### config.mk
export PLATFORM = sky130hd
export DESIGN_NAME = fir_alu
export DESIGN_NICKNAME = d
export VERILOG_FILES = /design/src/rtl/fir_alu.sv
export SDC_FILE = /design/constraint.sdc
export NUM_CORES = 1
export LEC_CHECK = 0
export ABC_AREA = 1
export BUFFER_PORTS_ARGS = -buffer_cell sky130_fd_sc_hd__buf_2
export CAP_MARGIN = 20
export CELL_PAD_IN_SITES_DETAIL_PLACEMENT = 0
export CELL_PAD_IN_SITES_GLOBAL_PLACEMENT = 1
export CORE_UTILIZATION = 25
export CTS_CLUSTER_DIAMETER = 150
export CTS_CLUSTER_SIZE = 24
export DETAILED_ROUTE_END_ITERATION = 6
export PLACE_DENSITY_LB_ADDON = 0.1
export SKIP_LAST_GASP = 1
export SLEW_MARGIN = 20
export SYNTH_ARGS = -nofsm -noshare
export SYNTH_HDL_FRONTEND = slang
export SYNTH_SLANG_ARGS = --single-unit
### constraint.sdc
create_clock -name clk -period 7.35 [get_ports clk]
set_clock_uncertainty 0.1 [all_clocks]
set_input_delay 1.1025 -clock clk [delete_from_list [all_inputs] [get_ports clk]]
set_output_delay 1.1025 -clock clk [all_outputs]
set_load 0.03 [all_outputs]
### src/rtl/fir_alu.sv
// Arithmetic unit for the FIR datapath. It provides signed add, signed 16x16 multiply,
// multiply-accumulate and clear. All results come from a single registered 32-bit output.
module fir_alu (
    input  logic        clk,
    input  logic        rst,
    input  logic [15:0] a,
    input  logic [15:0] b,
    input  logic [1:0]  select,
    output logic [31:0] result
);

    typedef enum logic [1:0] {
        OP_ADD = 2'b00,
        OP_MUL = 2'b01,
        OP_MAC = 2'b10,
        OP_CLR = 2'b11
    } op_e;

    op_e         op;
    logic [31:0] aExt;
    logic [31:0] bExt;
    logic [31:0] sum;
    logic [31:0] prod;
    logic [31:0] macSum;
    logic [31:0] acc_q;
    logic [31:0] acc_d;
    logic [31:0] result_q;
    logic [31:0] result_d;

    assign op = op_e'(select);

    // The low 32 bits of a product of sign-extended operands are the exact signed 16x16 product.
    assign aExt   = {{16{a[15]}}, a};
    assign bExt   = {{16{b[15]}}, b};
    assign sum    = aExt + bExt;
    assign prod   = aExt * bExt;
    assign macSum = acc_q + prod;

    always_comb begin
        acc_d    = acc_q;
        result_d = result_q;
        case (op)
            OP_ADD: result_d = sum;
            OP_MUL: result_d = prod;
            OP_MAC: begin
                acc_d    = macSum;
                result_d = macSum;
            end
            OP_CLR: begin
                acc_d    = '0;
                result_d = '0;
            end
            default: begin
                acc_d    = acc_q;
                result_d = result_q;
            end
        endcase
    end

    always_ff @(posedge clk) begin
        if (!rst) begin
            acc_q    <= '0;
            result_q <= '0;
        end else begin
            acc_q    <= acc_d;
            result_q <= result_d;
        end
    end

    assign result = result_q;

endmodule

======== Yosys cells after proc, flatten, opt, wreduce, memory -nomap -nowiden ========
Index checks and enable logic that the tools add are counted.
operators by class
  reductions and logical operators ........ 2
  muxes and demuxes ....................... 2
  add/subtract/negate cells ............... 2
  multiply operators ...................... 1
  equality and inequality tests ........... 3
operator list
  cell                                                                   count
  32-bit case mux with 4 select lines                                    1
  32-bit case mux with 2 select lines                                    1
  32-bit adder                                                           1
  16-bit by 16-bit multiplier with 32-bit output                         1
  16-bit by 16-bit adder with 17-bit output                              1
  2-bit equality test, second input constant                             2
  2-bit by 1-bit equality test with 1-bit output, second input constant  1
  2-bit zero test                                                        1
  2-bit nonzero test                                                     1
storage, ports and cells
  output and inout bits ................... 32
  bits in registers ....................... 64
  bits of input ports ..................... 36
  word-level logic and storage cells ...... 12

======== Logic depth before layout (Yosys ltp) ========
  word-level depth ........................ 3
  depth in mapped cells ................... 41
  mapped depth without buffers ............ 39

======== Worst setup path before layout ========
No wires, ideal clock.
  kind .................................... input to register
  start point ............................. in a[15]
  end point ............................... reg result_q[27], in the netlist result[27]
  buffers on the path ..................... 2
  data required time ...................... 7.141 ns
  arrival ................................. 7.437 ns
  slack ................................... -0.296 ns
  library setup time ...................... 0.109 ns
  stages on the path ...................... 35
  cell sequence ........................... buf_2 > clkbuf_1 > nand2_1 > inv_1 > fa_1 > inv_1 > fa_1 > inv_1 > fa_1 > inv_1 > fa_1 > inv_1 > fa_1 > fa_1 > ha_1 > nand2_1 > nor2_1 > inv_1 > nor3_1 > o21ai_0 > nand3_1 > nand2_1 > and2_1 > ha_1 > nand2_1 > nor2_1 > nand2_1 > nor4_1 > nand2_1 > nand2_1 > nand2_1 > nand3_1 > nand3_1 > nand2_1 > inv_1
on the way
  cells in the longest elaborated chain, start to end .. 3
RTL lines
  item                                            line  RTL
  start, declared                                 6     input logic [15:0] a,
  16-bit by 16-bit multiplier with 32-bit output  36    assign prod = aExt * bExt;
  32-bit adder                                    37    assign macSum = acc_q + prod;
  32-bit case mux with 4 select lines (*)         42    case (op)
  end signal, assigned                            66    result_q <= result_d;
  end, declared                                   27    logic [31:0] result_q;
Every way passes the cells marked *; elsewhere a longest branch is shown, timed or not.
A chain may end at the register's enable or synchronous reset.

======== Worst setup path in the final report ========
  start point ............................. in b[3]
  end point ............................... reg result_q[31], in the netlist result[31]
on the way
  cells in the longest elaborated chain, start to end .. 3
RTL lines
  item                                            line  RTL
  start, declared                                 7     input logic [15:0] b,
  16-bit by 16-bit multiplier with 32-bit output  36
  32-bit adder                                    37
  32-bit case mux with 4 select lines (*)         42
Marked as above.

==> metrics.txt <==
Vias 15300; Worst EP arrival 7480 ps; remaining global-route overflow 0; synth warn 0; register bit total from synthesis 64; first-pass GRT wire length 94100 um; largest net degree at the start of global routing 34; main combinational cell family by area after synthesis adder cells; reg-to-reg startpoint acc_q[0]; outcome finished, final reports clean; Max-Cap Viols 0; required time worst endpoint 7480 ps; Compound-Gate Fraction of Synth Area 7.79%; Syn Nets 2700; worst slew pin tran 831 ps; Post-DP HPWL 51000 um; Netlist cell types 47; slowest CP cell fa_2; DRC 0; CTS buffer count 9; IO buf count 67; Routed WL per cell 17.1 um; DR iter-0 viols 604; TritonCTS clock tree done; max frequency 136 MHz; Worst Setup Start Kind primary input; critical path class in2reg; CP max FO 8; Avg Inst Size Synth 7.01 um^2; # diodes 0; simple-gate portion of the synthesized area 24.4%; CP peak stage delay 590 ps; Worst Setup SP b[3]; clock root buffer clkbuf_16; Die W 254 um; fraction of layout cells with a size suffix above 1 30.9%; hold path startpoint acc_q[7]; multi-input gate area in the final layout 13900 um^2; Layout fillers 6860; period utilization 100%; RSZ-0062 raised after global routing true; area grow syn2layout 41.1%; CTS Buffer Depth 2; Final GP Congestion 0.851; Antenna Nets Post-Route 0; Placed Cells 3447; core area 63000 um^2; Syn Inst Count 2270; Synth Area in XOR/XNOR 0.873%; Via-to-Cell Ratio 4.33; drt total wl 60200 um; Cell Rows 92; Die Ht 254 um; initial antenna violation count 1; clock latency on the worst-skew pair 370 ps; Synth Cell Area 15900 um^2; min-delay worst type reg2reg; clk sink count 64; final setup margin 1.58 ps; Fin. Hold Viols 0; Tmin final 7350 ps; die area 64600 um^2; number of global-route vias before repair 16300; Final Max Slew Viols 0; Register Area 1280 um^2; Ports 68; Initial Utilization 25.3%; Total Routing Usage GR 19.4%; sequential area share after synthesis 8.06%; crit path capture type flip-flop; Post-Place Worst Slack -1210 ps; post-layout util 35.6%; post-synthesis mux area share 0%; post-route setup TNS 0 ps; clock-pin slew on the worst setup and hold paths 60 ps; Hold-fix buffers, CTS 0; Critical Path Most Common Cell fa_1; Post-Synth Adder-Cell Area 43.5%; final setup vio count 0; final cell count without fillers 3530; drt pass-1 iters 5; headroom to the max-slew limit 44.5%; CTS H-Tree Depth 3; count of nets after finishing 3109
[layout by cell type, fill, tap and decap left out, types with 8 or more instances in the layout]
cell type	synthesis	final
inv_1	592	552
nand2_1	606	537
buf_4	0	357
fa_1	264	244
nand3_1	123	96
a21oi_1	125	88
ha_1	130	79
nor2_1	111	65
dfxtp_1	64	64
nand2_2	6	49
inv_2	7	42
ha_4	0	42
buf_2	8	39
o21ai_0	53	37
buf_6	1	33
a21oi_2	2	32
nand3_2	6	29
nand2_4	1	26
nor2_2	2	25
nor2_4	1	24
fa_2	0	20
o21ai_1	4	17
nand4_1	16	16
buf_12	0	12
o21bai_1	17	10
and2_4	0	9
ha_2	0	9
clkbuf_16	0	9
nor3_2	2	8
nand3b_1	8	8
[final timing paths]
| kind | depth (start not counted) | to | slack, ps |
|---|---|---|---|
| setup / recovery | 36 | result[31] | 2 |
| setup reg to reg | 15 | result[24] | 4560 |
| hold / removal | 2 | acc_q[7] | 370 |
| hold reg to reg | 2 | acc_q[7] | 370 |
[logic make-up (layout without fill, tap and decap cells)]
kind of cell    Yosys count  after routing
fa+ha+maj               394            394
buf+inv                 649           1063
flops                    64             64
simple gates            923            923
xor+xnor                 15             15
compound gates          225            225
[sequential cells by signal, summed over array words and instances, names as in the netlist]
| register | flops |
|---|---|
| acc_q | 32 |
| result | 32 |
[cell usage after synthesis, drive strengths merged]
library cell,instances,area [um^2]
and3,2,12.5
o21ai,58,294
a21o,7,52.6
xnor2,2,17.5
nand3b,8,60.1
nand2b,1,6.26
a31oi,4,31.3
o21bai,17,128
and2,11,68.8
nor3,12,70.1
nor2,115,460
a21oi,127,643
xor2,13,121
or2,10,62.6
buf,10,55.1
o211ai,3,22.5
clkinv,1,3.75
nand3,129,676
o22ai,1,6.26
o311ai,1,8.76
nand4,16,100
o31ai,1,7.51
nor4,6,37.5
a21boi,3,22.5
clkbuf,39,146
o21a,3,22.5
inv,599,2250
ha,130,1630
dfxtp,64,1280
nand2,613,2320
fa,264,5290
[layer usage]
layer  track usage, %  up-vias  wire [um]
met3             1.99       45       1800
met5                0        -          0
met4             2.72        0        772
met1             26.4     7413      28500
li1                 -     7596          -
met2             33.7      222      29100
[worst max-delay path: cells and delay by family]
family	cells	cell delay, ps
adders and majority gates	8	3700
and+or+nand+nor	17	1520
buffers and inverters	9	920
AOI/OAI and AO/OA	2	210
[what timing repair did]
item                                    CTS  global route
resized for setup                       291           215
endpoints found under the setup margin   43            42
pin swaps                               113            87
buffers inserted                         46            23
[metrics by stage]
stage               area [um^2]  hold slack (ps)
finish                    22400              370
global route              22400              388
CTS                       21400              372
detailed placement        19600              364
global placement          19600              356
floorplan                 16000              350
[final cells by class]
class                      instances  area share [%]
clock buffer                      12            1.10
clock inverter                     4           0.346
inverter                         600            10.1
multi-input combinational       1557            62.1
sequential                        64            5.71
tap                              846            4.72
timing repair buffer             447            15.9
Power is not shown: default switching activity piles up to over one toggle a cycle in this logic, so the estimate is an artifact.
